--- config.mk ---
export PLATFORM = sky130hd
export DESIGN_NAME = hazard_unit
export DESIGN_NICKNAME = d
export VERILOG_FILES = /design/src/rtl/hazard_unit.sv
export SDC_FILE = /design/constraint.sdc
export NUM_CORES = 1
export LEC_CHECK = 0
export CAP_MARGIN = 0
export CORE_MARGIN = 5
export CORE_UTILIZATION = 40
export DETAILED_ROUTE_END_ITERATION = 8
export PLACE_DENSITY = 0.78
export SLEW_MARGIN = 20
export SYNTH_ARGS = -nofsm -noshare
export SYNTH_HDL_FRONTEND = slang
export SYNTH_SLANG_ARGS = --single-unit
--- constraint.sdc ---
create_clock -name clk -period 3.13 [get_ports clk]
set_clock_uncertainty 0.2 [all_clocks]
set_input_delay 0.4695 -clock clk [delete_from_list [all_inputs] [get_ports clk]]
set_output_delay 0.4695 -clock clk [all_outputs]
set_load 0.02 [all_outputs]
--- src/rtl/hazard_unit.sv ---
`default_nettype none
// +--------------------------------------------------------------------------+
// | hazard_unit : decode-stage stall / forwarding control with stall counter |
// | Rev 1.0                                                                  |
// +--------------------------------------------------------------------------+
module hazard_unit #(
  parameter int         CNT_W    = 16,
  parameter logic [4:0] NOWR_REG = 5'd30
) (
  input  logic             clk,
  input  logic             reset,
  input  logic             id_valid,
  input  logic [4:0]       opcode_ID,
  input  logic [4:0]       Rp_ID,
  input  logic [4:0]       Rs_ID,
  input  logic [4:0]       Rt_ID,
  input  logic             RegWr_ID,
  input  logic             MemRd_ID,
  input  logic [4:0]       Dest_ID,
  output logic             stall,
  output logic [1:0]       ForwardA,
  output logic [1:0]       ForwardB,
  output logic [CNT_W-1:0] stall_count
);

  localparam logic [4:0]       c_op_jr    = 5'd13;
  localparam logic [CNT_W-1:0] c_cnt_one  = {{(CNT_W-1){1'b0}}, 1'b1};
  localparam logic [CNT_W-1:0] c_cnt_max  = {CNT_W{1'b1}};

  logic             r_ex_wr, r_ex_ld, r_mem_wr, r_mem_ld, r_wb_wr, r_wb_ld;
  logic [4:0]       r_ex_dst, r_mem_dst, r_wb_dst;
  logic [CNT_W-1:0] r_stall_count;

  logic w_use_a, w_use_b, w_use_jr, w_use_p;
  logic w_ex_rs, w_mem_rs, w_wb_rs;
  logic w_ex_rt, w_mem_rt, w_wb_rt;
  logic w_ex_rp, w_mem_rp, w_wb_rp;
  logic w_stall;
  logic [1:0] w_fwd_a, w_fwd_b;

  // Register 0 and NOWR_REG are never written, so they never create a hazard.
  function automatic logic writes_reg(input logic wr, input logic [4:0] dst,
                                      input logic [4:0] r);
    return wr && (dst == r) && (r != 5'd0) && (r != NOWR_REG);
  endfunction

  assign w_use_a  = id_valid && (opcode_ID <= 5'd10);
  assign w_use_b  = id_valid && ((opcode_ID <= 5'd4) || (opcode_ID == 5'd10));
  assign w_use_jr = id_valid && (opcode_ID == c_op_jr);
  assign w_use_p  = id_valid && (Rp_ID != 5'd0);

  assign w_ex_rs  = writes_reg(r_ex_wr,  r_ex_dst,  Rs_ID);
  assign w_mem_rs = writes_reg(r_mem_wr, r_mem_dst, Rs_ID);
  assign w_wb_rs  = writes_reg(r_wb_wr,  r_wb_dst,  Rs_ID);
  assign w_ex_rt  = writes_reg(r_ex_wr,  r_ex_dst,  Rt_ID);
  assign w_mem_rt = writes_reg(r_mem_wr, r_mem_dst, Rt_ID);
  assign w_wb_rt  = writes_reg(r_wb_wr,  r_wb_dst,  Rt_ID);
  assign w_ex_rp  = writes_reg(r_ex_wr,  r_ex_dst,  Rp_ID);
  assign w_mem_rp = writes_reg(r_mem_wr, r_mem_dst, Rp_ID);
  assign w_wb_rp  = writes_reg(r_wb_wr,  r_wb_dst,  Rp_ID);

  always_comb begin
    w_fwd_a = 2'd0;
    w_fwd_b = 2'd0;
    if (w_use_a) begin
      if (w_ex_rs)       w_fwd_a = 2'd1;
      else if (w_mem_rs) w_fwd_a = 2'd2;
      else if (w_wb_rs)  w_fwd_a = 2'd3;
    end
    if (w_use_b) begin
      if (w_ex_rt)       w_fwd_b = 2'd1;
      else if (w_mem_rt) w_fwd_b = 2'd2;
      else if (w_wb_rt)  w_fwd_b = 2'd3;
    end
  end

  // Predicate and JR operands bypass the forwarding muxes, so they must wait
  // until the producer has left WB.
  always_comb begin
    w_stall = 1'b0;
    if (r_ex_ld && ((w_use_a && w_ex_rs) || (w_use_b && w_ex_rt)))
      w_stall = 1'b1;
    if (w_use_p && (w_ex_rp || w_mem_rp || w_wb_rp))
      w_stall = 1'b1;
    if (w_use_jr && (w_ex_rs || w_mem_rs || w_wb_rs))
      w_stall = 1'b1;
  end

  assign stall       = reset ? w_stall : 1'b0;
  assign ForwardA    = reset ? w_fwd_a : 2'd0;
  assign ForwardB    = reset ? w_fwd_b : 2'd0;
  assign stall_count = r_stall_count;

  always_ff @(posedge clk) begin
    if (!reset) begin
      r_ex_wr       <= 1'b0;
      r_ex_ld       <= 1'b0;
      r_ex_dst      <= 5'd0;
      r_mem_wr      <= 1'b0;
      r_mem_ld      <= 1'b0;
      r_mem_dst     <= 5'd0;
      r_wb_wr       <= 1'b0;
      r_wb_ld       <= 1'b0;
      r_wb_dst      <= 5'd0;
      r_stall_count <= '0;
    end else begin
      r_wb_wr   <= r_mem_wr;
      r_wb_ld   <= r_mem_ld;
      r_wb_dst  <= r_mem_dst;
      r_mem_wr  <= r_ex_wr;
      r_mem_ld  <= r_ex_ld;
      r_mem_dst <= r_ex_dst;
      if (id_valid && !w_stall) begin
        r_ex_wr  <= RegWr_ID;
        r_ex_ld  <= MemRd_ID;
        r_ex_dst <= Dest_ID;
      end else begin
        r_ex_wr  <= 1'b0;
        r_ex_ld  <= 1'b0;
        r_ex_dst <= 5'd0;
      end
      if (w_stall && (r_stall_count != c_cnt_max))
        r_stall_count <= r_stall_count + c_cnt_one;
    end
  end

endmodule
`default_nettype wire

==> After elaboration in Yosys (flattened, before gate mapping) <==
Cells that the tools add are included.
{ "totals": {"output_inout_bits": 21, "elab_cells": 89, "ff_bits": 35, "inputBits": 30} }
{ "op_classes": {"eq_ne": 15, "n_addsub": 1, "reduce_logical": 49, "n_lt_le_gt_ge": 2, "muxes": 14} }
{ "op_table": {"columns": ["op", "n"], "rows": [
  ["$eq A5 B5 Y1", 9],
  ["$logic_and A1 B1 Y1", 38],
  ["$mux W2", 10],
  ["$add A16 B1 Y16 const B", 1],
  ["$ne A16 B16 Y1 const B", 1],
  ["$ne A5 B5 Y1 const B", 3],
  ["$reduce_bool A5 Y1", 3],
  ["$eq A5 B4 Y1 const B", 2],
  ["$logic_or A1 B1 Y1", 6],
  ["$le A5 B3 Y1 const B", 1],
  ["$le A5 B4 Y1 const B", 1],
  ["$mux W1", 4],
  ["$reduce_and A2 Y1", 1],
  ["$logic_not A1 Y1", 1]
]} }

==> Logic depth before layout (Yosys ltp) <==
Gate-level depths: netlist of the first run.
{ "logic_depth": {"word_depth": 13, "depth_mapped": 10, "mapped_depth_nobuf": 7} }

==> Worst setup path before layout of the first run <==
No wires, ideal clock.
{ "synth_timing": {"kind": "input to output", "from": "input port Rs_ID[4]", "to": "output port stall", "setup_slack_ns": 0.376, "t_arrival_ns": 2.085, "stages": 8, "n_path_buf": 2, "path_cell_list": "or4_1 a21o_1 and4_4 a22oi_2 o221a_4 buf_6 buf_4 nor2_1"} }
{ "synth_between": {"elab_chain_len": 11, "word_cells_on_any_way": 24, "cone_classes": "4 x eq/ne; 4 x mux; 16 x reduce/logical"} }
{ "synth_lines": {"columns": ["item", "line", "text"], "rows": [
  ["from (decl)", "15", "input logic [4:0] Rs_ID,"],
  ["$eq A5 B5 Y1", "44", "return wr && (dst == r) && (r != 5'd0) && (r != NOWR_REG);"],
  ["$logic_and A1 B1 Y1 (3 in series)", "44", null],
  ["$logic_and A1 B1 Y1", "81", "if (r_ex_ld && ((w_use_a && w_ex_rs) || (w_use_b && w_ex_rt)))"],
  ["$logic_or A1 B1 Y1", "81", null],
  ["$logic_and A1 B1 Y1", "81", null],
  ["$mux W1", "81", null],
  ["$mux W1", "83", "if (w_use_p && (w_ex_rp || w_mem_rp || w_wb_rp))"],
  ["$mux W1 (*)", "85", "if (w_use_jr && (w_ex_rs || w_mem_rs || w_wb_rs))"],
  ["$mux W1 (*)", "89", "assign stall = reset ? w_stall : 1'b0;"],
  ["to (decl)", "20", "output logic stall,"]
]} }
Every way passes the cells marked *; elsewhere a longest branch is shown, timed or not.

==> Final worst setup path of the first run <==
{ "layout_timing": {"from": "input port Rt_ID[4]", "to": "output port ForwardB[1]"} }
{ "layout_between": {"elab_chain_len": 9, "word_cells_on_any_way": 19, "cone_classes": "4 x eq/ne; 5 x mux; 10 x reduce/logical"} }
{ "layout_lines": {"columns": ["item", "line", "text"], "rows": [
  ["from (decl)", "16", "input logic [4:0] Rt_ID,"],
  ["$eq A5 B5 Y1", "44", null],
  ["$logic_and A1 B1 Y1 (3 in series)", "44", null],
  ["$mux W2", "73", "else if (w_wb_rt) w_fwd_b = 2'd3;"],
  ["$mux W2", "72", "else if (w_mem_rt) w_fwd_b = 2'd2;"],
  ["$mux W2 (*)", "71", "if (w_ex_rt) w_fwd_b = 2'd1;"],
  ["$mux W2 (*)", "70", "if (w_use_b) begin"],
  ["$mux W2 (*)", "91", "assign ForwardB = reset ? w_fwd_b : 2'd0;"],
  ["to (decl)", "22", "output logic [1:0] ForwardB,"]
]} }
Marks and branches as above.

==> results of run 1 <==
[final cells by class]
| type | count | area share [%] |
|---|---|---|
| clock buffers | 8 | 3.40 |
| inverters | 3 | 0.383 |
| well taps | 70 | 2.98 |
| repair buffers | 76 | 23.0 |
| multi-input cells | 195 | 46.4 |
| flip-flops and latches | 35 | 23.8 |
[cells in the final DEF, fill, tap and decap left out, types with 2 or more instances in the layout]
master	instances
nand2b_1	3
nor2_1	6
nor3_1	3
nor4_1	9
or4_1	12
clkbuf_8	7
mux2i_1	2
inv_1	3
and2_1	20
a21oi_1	15
buf_2	2
nand3_1	13
nor3_2	2
xor2_1	28
dfxtp_1	35
nand4_1	7
clkdlybuf4s50_1	43
nand2_1	12
and3_1	9
buf_4	26
xnor2_1	17
o31ai_1	10
clkbuf_2	2
o21ai_0	6
a21o_1	3
[per-layer routing]
| layer | vias up | global-route usage (%) |
|---|---|---|
| met3 | 10 | 2.97 |
| li1 | 1035 | - |
| met1 | 952 | 20.5 |
| met4 | 0 | 5.35 |
| met5 | - | 0 |
| met2 | 58 | 24.3 |
[worst min-delay path by stage]
stage | start | end | slack (ns)
5_1_grt | stall_count[14] | stall_count[14] | 0.33
4_1_cts | stall_count[14] | stall_count[14] | 0.29
2_1_floorplan | r_mem_wr | r_wb_wr | 0.27
3_3_place_gp | stall_count[14] | stall_count[14] | 0.27
6_report | stall_count[14] | stall_count[14] | 0.29
3_5_place_dp | stall_count[14] | stall_count[14] | 0.28
[stage by stage]
stage,utilization (%),setup TNS [ns],power [mW],hold WS (ns)
3_5_place_dp,55.5,-3.48,0.613,0.276
5_1_grt,57.2,-0.0716,0.992,0.326
2_1_floorplan,-,0,0.530,0.266
3_3_place_gp,55.5,-2.37,0.610,0.273
4_1_cts,57.2,0,0.965,0.294
6_report,57.2,0,0.955,0.287
[where the power goes]
| part | switching (mW) | internal [mW] | total (mW) |
|---|---|---|---|
| combinational | 0.0594 | 0.0809 | 0.140 |
| clock | 0.151 | 0.201 | 0.352 |
| sequential | 0.0106 | 0.452 | 0.463 |
[synth_stat cells, types with 9 or more instances]
| master | n | area share [%] |
|---|---|---|
| and2_1 | 20 | 5.9 |
| nor4_1 | 9 | 2.6 |
| o31ai_1 | 10 | 3.5 |
| xor2_1 | 28 | 12 |
| a21oi_1 | 15 | 3.5 |
| and3_1 | 9 | 2.6 |
| nand2_1 | 12 | 2.1 |
| or4_1 | 12 | 4.2 |
| dfxtp_1 | 35 | 33 |
| nand3_1 | 13 | 3.1 |
| xnor2_1 | 17 | 7.0 |
[worst reg2reg max path: stages, from the launching register on]
cell and delay [ns]:
dfxtp_1 0.38, xor2_1 0.19, nor4_2 0.33, and4_4 0.28
a22oi_2 0.06, o221a_4 0.27, buf_4 0.22, or4_1 0.52
a21oi_1 0.16
[registers in the layout (all words and copies together), names as in the netlist]
name	count
r_wb_dst	5
r_mem_dst	5
stall_count	16
r_ex_ld	1
r_wb_wr	1
r_ex_dst	5
r_mem_wr	1
r_ex_wr	1
[kinds of logic (layout without fill, tap and decap cells)]
family,Yosys count,in the layout,share of synthesized area [%]
compound gates,43,43,14.0
xor+xnor,45,45,18.5
fa+ha+maj,1,1,0.587
buf+inv,15,87,3.46
flops,35,35,32.9
mux,2,2,0.939
simple gates,104,104,29.6
[repair_timing]
| action | in CTS | in global routing |
|---|---|---|
| endpoints found under the hold margin | 0 | 0 |
| endpoints found under the setup margin | 5 | 5 |
| resized for setup | 15 | 7 |
| pin swaps | 2 | 0 |
==> out/qor.yml, run 1 <==
global_route:
  overflow: 0
  grt_pass1_vias: 1942
  antenna_found_initial: 0
  grt_usage_pct: 15.3
  grt_start_max_net_pins: 32
  grt_pass1_wl_um: 8990
timing:
  rsz0062_at_grt: "yes"
  worst_pin_slew_ns: 0.362
  slew_viol_final: 0
  finalHoldViolations: 0
  fmax_ghz: 0.328
  post-route-period-util_pct: 97.5
  slew_headroom_pct: 75.7
  setup_viol: 0
  postLayoutSetupSlackWorst_ns: 0.0778
  post-route-min-period_ns: 3.05
critical_path:
  endpoint: "ForwardB[1]"
  end_kind: "primary output"
  crit_path_cell_trace: "clkdlybuf4s50_1 > or4_1 > a21oi_2 > nor2_1 > nand3_1 > o21ai_0 > nor4b_2 > clkdlybuf4s15_1"
  crit_start: "Rt_ID[4]"
  start_kind: "input pin"
  reg2reg_from: "r_ex_dst[0]"
  cp.required_ns: 2.46
  reg2regPathDepth: 8
  cp_num_buf_inv: 2
  timing.critical_path.slowest_stage_cell: "or4_1"
  crit_cells: 8
  path_class: "input pin to primary output"
  slowest_delay_ns: 0.55
  cp_max_fo: 4
  cpLargestDelayFamily: "simple AND/OR/NAND/NOR gates"
  rr_endpoint: "stall_count[4]"
  arrival_ns: 2.38
  r2r_slack_ns: 0.46
cells_and_area:
  regArea_um2: 701
  nFillCells: 485
  multi_input_area_mm2: 0.00136
  final_cells: 387
  drive_above_1_share_pct: 14.8
  diodes: 0
  final_cell_area_mm2: 0.00294
  synthToLayoutAreaGrowth_pct: 37.9
  nets: 347
yosys:
  netlist_instances: 245
  ys_seq_elements: 35
  syn_area_mm2: 0.00213
  syn_nets: 276
  yosys_most_used_dff: "dfxtp_1"
  synth_cell_type_count: 41
  syn_area_per_cell_um2: 8.70
  synth_edf_count: 0
  seq_area_frac_synth_pct: 32.9
  yosysWarnings: 0
  synthArstFlopShare_pct: 0
die:
  die_w_um: 83.0
  initial_core_util_pct: 41.5
  die_height_um: 83.0
  dieArea_mm2: 0.00689
  core_mm2: 0.00514
  ioPinCount: 51
  row_count: 26
placement:
  numPortBuffers: 50
  dp_slack_ns: -0.419
  gp_congestion: 0.936
  post_dp_cell_area_mm2: 0.00285
  dp.cells: 379
  hpwl_um: 4280
run:
  drv_cap: 0
clock_tree:
  cts_setup_buffers: 0
  clock_path_buffers: 2
  worstSkewPairLatency_ns: 0.28
  htree_levels: 2
  cts_tree: "yes"
  cts_sinks: 35
  clk_pin_slew_worst_paths_ns: 0.07
  hold_buffers: 0
  root_buffer: "clkbuf_8"
  cts_buffers: 5
routing:
  routed_via_density: 5.31
  drc_errors: 0
  ant_nets: 0
  drt_first_pass_iters: 4
  num_vias: 2055
  dr_wl_met2_um: 2530
  routed_wirelength_um: 5470
  met3_length_um: 240
  wl_met1_um: 2580
  drt_iter0_drc: 69
  wire_per_inst_um: 14.1
  routed.top_layer: "met4"
hold_path:
  hold_class: "flip-flop to flip-flop"
  hold_path_depth: 2
power_and_ir_drop:
  peakVddDrop_v: 0.000310
  power.leakage_nw: 1.12
  power_density_mw_per_mm2: 325
outcome:
  outcome: "finished, final reports clean"
(Power assumes the default switching activity.)
==> run 2, diff against run 1 <==
- CORE_UTILIZATION: 40 -> 50
- PLACE_DENSITY: 0.78 -> 0.91
==> run 2 against run 1 <==
  * Final cell count shrank 4.7%
  * Fmax is essentially flat
  * Worst hold slack gained 0.011 ns
  * Core utilization grew 16 points
  * Sequential power is essentially flat
  * Flip-flop and latch count is the same
  * First-iteration DRC count grew 62%
  * Wire length grew 8.7%
  * Clock power grew 15%
  * Sequential share of layout area shrank 0.28 points
==> out/qor.yml, run 2 (same netlist as run 1, synthesis figures left out) <==
cells_and_area:
  diodes: 0  # unchanged
  regArea_um2: 701  # unchanged
  final_cells: 369  # -4.7%
  final_cell_mix: "40 x clkdlybuf4s50_1, 35 x dfxtp_1, 29 x buf_4"
  nFillCells: 292  # -40%
  nets: 349  # +0.58%
  largest_reg_flops: 16  # unchanged
  final_common_cell: "clkdlybuf4s50_1"
  multi_input_area_mm2: 0.00139  # +2.0%
  drive_above_1_share_pct: 17.2  # +2.4 points
  synthToLayoutAreaGrowth_pct: 39.6
timing:
  postLayoutSetupSlackWorst_ns: 0.0806  # +0.00281 ns
  finalHoldViolations: 0  # unchanged
  setup_viol: 0  # unchanged
  worst_pin_slew_ns: 0.341  # -0.0211 ns
  slew_headroom_pct: 77.1  # +1.4 points
  rsz0062_at_grt: "no"
  setup_tns_ns: 0  # unchanged
  post-route-min-period_ns: 3.05  # -0.00281 ns
  post-route-period-util_pct: 97.4  # about the same
  hold_slack_ns: 0.298  # +0.0111 ns
  slew_viol_final: 0  # unchanged
  fmax_ghz: 0.328  # about the same
global_route:
  grt-busiest-layer: "met2"
  overflow: 0  # unchanged
  grt_usage_pct: 22.3  # +7.0 points
  met3_usage_pct: 4.09  # +1.1 points
  grt_start_max_net_pins: 32  # unchanged
  grt_pass1_wl_um: 9740  # +8.3%
  grt_pass1_vias: 2063  # +6.2%
  antenna_found_initial: 0  # unchanged
  grt_use_met1_pct: 28.6  # +8.1 points
  gr-usage-met2_pct: 36.8  # +12 points
die:
  die_w_um: 75.3  # -9.3%
  ioPinCount: 51  # unchanged
  row_count: 23  # -12%
  core_mm2: 0.00406  # -21%
  dieArea_mm2: 0.00567  # -18%
  initial_core_util_pct: 52.5  # +11 points
  die_height_um: 75.3  # -9.3%
critical_path:
  crit_path_cell_trace: "clkdlybuf4s50_1 > or4_1 > a21oi_4 > nor3_2 > a22oi_2 > o221a_4 > nor2_2 > buf_4"
  cp_num_buf_inv: 2  # unchanged
  cp.required_ns: 2.46  # about the same
  end_kind: "primary output"
  cp_max_fo: 4  # unchanged
  arrival_ns: 2.38  # about the same
  cpLargestDelayFamily: "simple AND/OR/NAND/NOR gates"
  start_kind: "input pin"
  slowest_delay_ns: 0.58  # +0.03 ns
  path_class: "input pin to primary output"
  timing.critical_path.slowest_stage_cell: "or4_1"
hold_path:
  hold_class: "flip-flop to flip-flop"
routing:
  drt_first_pass_iters: 4  # unchanged
  wire_per_inst_um: 16.1  # +14%
  drt_iter0_drc: 112  # +62%
  drc_errors: 0  # unchanged
  routed_wirelength_um: 5950  # +8.7%
  routed_via_density: 5.77  # +8.7%
  num_vias: 2130  # +3.6%
  ant_nets: 0  # unchanged
clock_tree:
  clock_path_buffers: 2  # unchanged
  root_buffer: "clkbuf_8"
  cts_buffers: 5  # unchanged
  htree_levels: 2  # unchanged
  cts_tree: "yes"
  cts_setup_buffers: 0  # unchanged
  cts_sinks: 35  # unchanged
  clk_pin_slew_worst_paths_ns: 0.07  # about the same
  worstSkewPairLatency_ns: 0.29  # about the same
power_and_ir_drop:
  p_total_mw: 1.01  # +6.2%
  peakVddDrop_v: 0.000304  # -1.9%
  power.leakage_nw: 1.17  # +4.2%
  combinationalPowerShare_pct: 14.4  # -0.3 points
  clkPwrFrac_pct: 39.9  # +3.1 points
  internal_power_mw: 0.771  # +5.1%
  p_seq_share_pct: 45.7  # -2.8 points
  p_sw_share_pct: 23.9  # +0.78 points
  power_density_mw_per_mm2: 341  # +4.9%
  power.switching_mw: 0.243  # +9.7%
run:
  drv_cap: 0  # unchanged
placement:
  gp_congestion: 0.946  # +1.0%
  numPortBuffers: 50  # unchanged
  dp_slack_ns: -0.475  # -0.0556 ns
  hpwl_um: 4440  # +3.7%
  dp.cells: 361  # -4.7%
outcome:
  outcome: "finished, final reports clean"
## run 2: cell types whose count changed in the layout (fill, tap and decap cells not counted), sizes merged
cell / change
clkdlybuf4s50: -3
dlymetal6s2s: +3
buf: +2
clkbuf: -2
clkinv: +2
bufinv: +1
clkdlybuf4s15: -1
## run 2: power groups by stage
stage,clock network (mW),logic (mW),registers [mW]
5_1_grt,0.431,0.159,0.464
4_1_cts,0.410,0.144,0.463
3_3_place_gp,0,0.137,0.473
6_report,0.404,0.147,0.463
2_1_floorplan,0,0.0605,0.470
3_5_place_dp,0,0.142,0.473
## run 2: repair_timing
item	4_1_cts	5_1_grt
endpoints found under the setup margin	5	5
pin swaps	0	4
hold buffers	0	0
gates resized for setup	16	17
## run 2: final timing paths
path	start	end	slack (ns)	cells past startpoint
hold / removal	stall_count[15]	stall_count[15]	0.30	2
setup / recovery	Rt_ID[4]	stall	0.08	8
hold reg to reg	stall_count[15]	stall_count[15]	0.30	2
setup reg to reg	r_ex_dst[0]	stall_count[8]	0.41	8
## run 2: worst reg2reg max path, stage by stage, from the launching register on
cell and delay (ns):
dfxtp_1 0.47, xor2_1 0.14, nor4_2 0.32, and4_4 0.28, a22oi_2 0.07, o221a_4 0.27, buf_4 0.22, or4_1 0.53
a21oi_1 0.16
## run 2: area by class of cell
cell class / instances / share of cell area, %
Tap cell: 50 / 2.10
Timing Repair Buffer: 78 / 23.4
Inverter: 3 / 0.378
Clock inverter: 3 / 1.47
Multi-Input combinational cell: 195 / 46.8
Sequential cell: 35 / 23.5
Clock buffer: 5 / 2.31
## run 2: per-layer routing
layer	part of all wire (%)	routed length, um	vias to the layer above
met2	49	2910	81
met3	6.3	375	20
met5	0	0	-
met4	3.2	192	0
li1	-	-	1042
met1	41	2470	987
## run 2: stage by stage
stage	instance area (um^2)	utilization, %
after detailed placement	2840	70.1
after global placement	2840	70.1
after global routing	2980	73.3
final	2980	73.3
after CTS	2950	72.6
after floorplan	2130	-
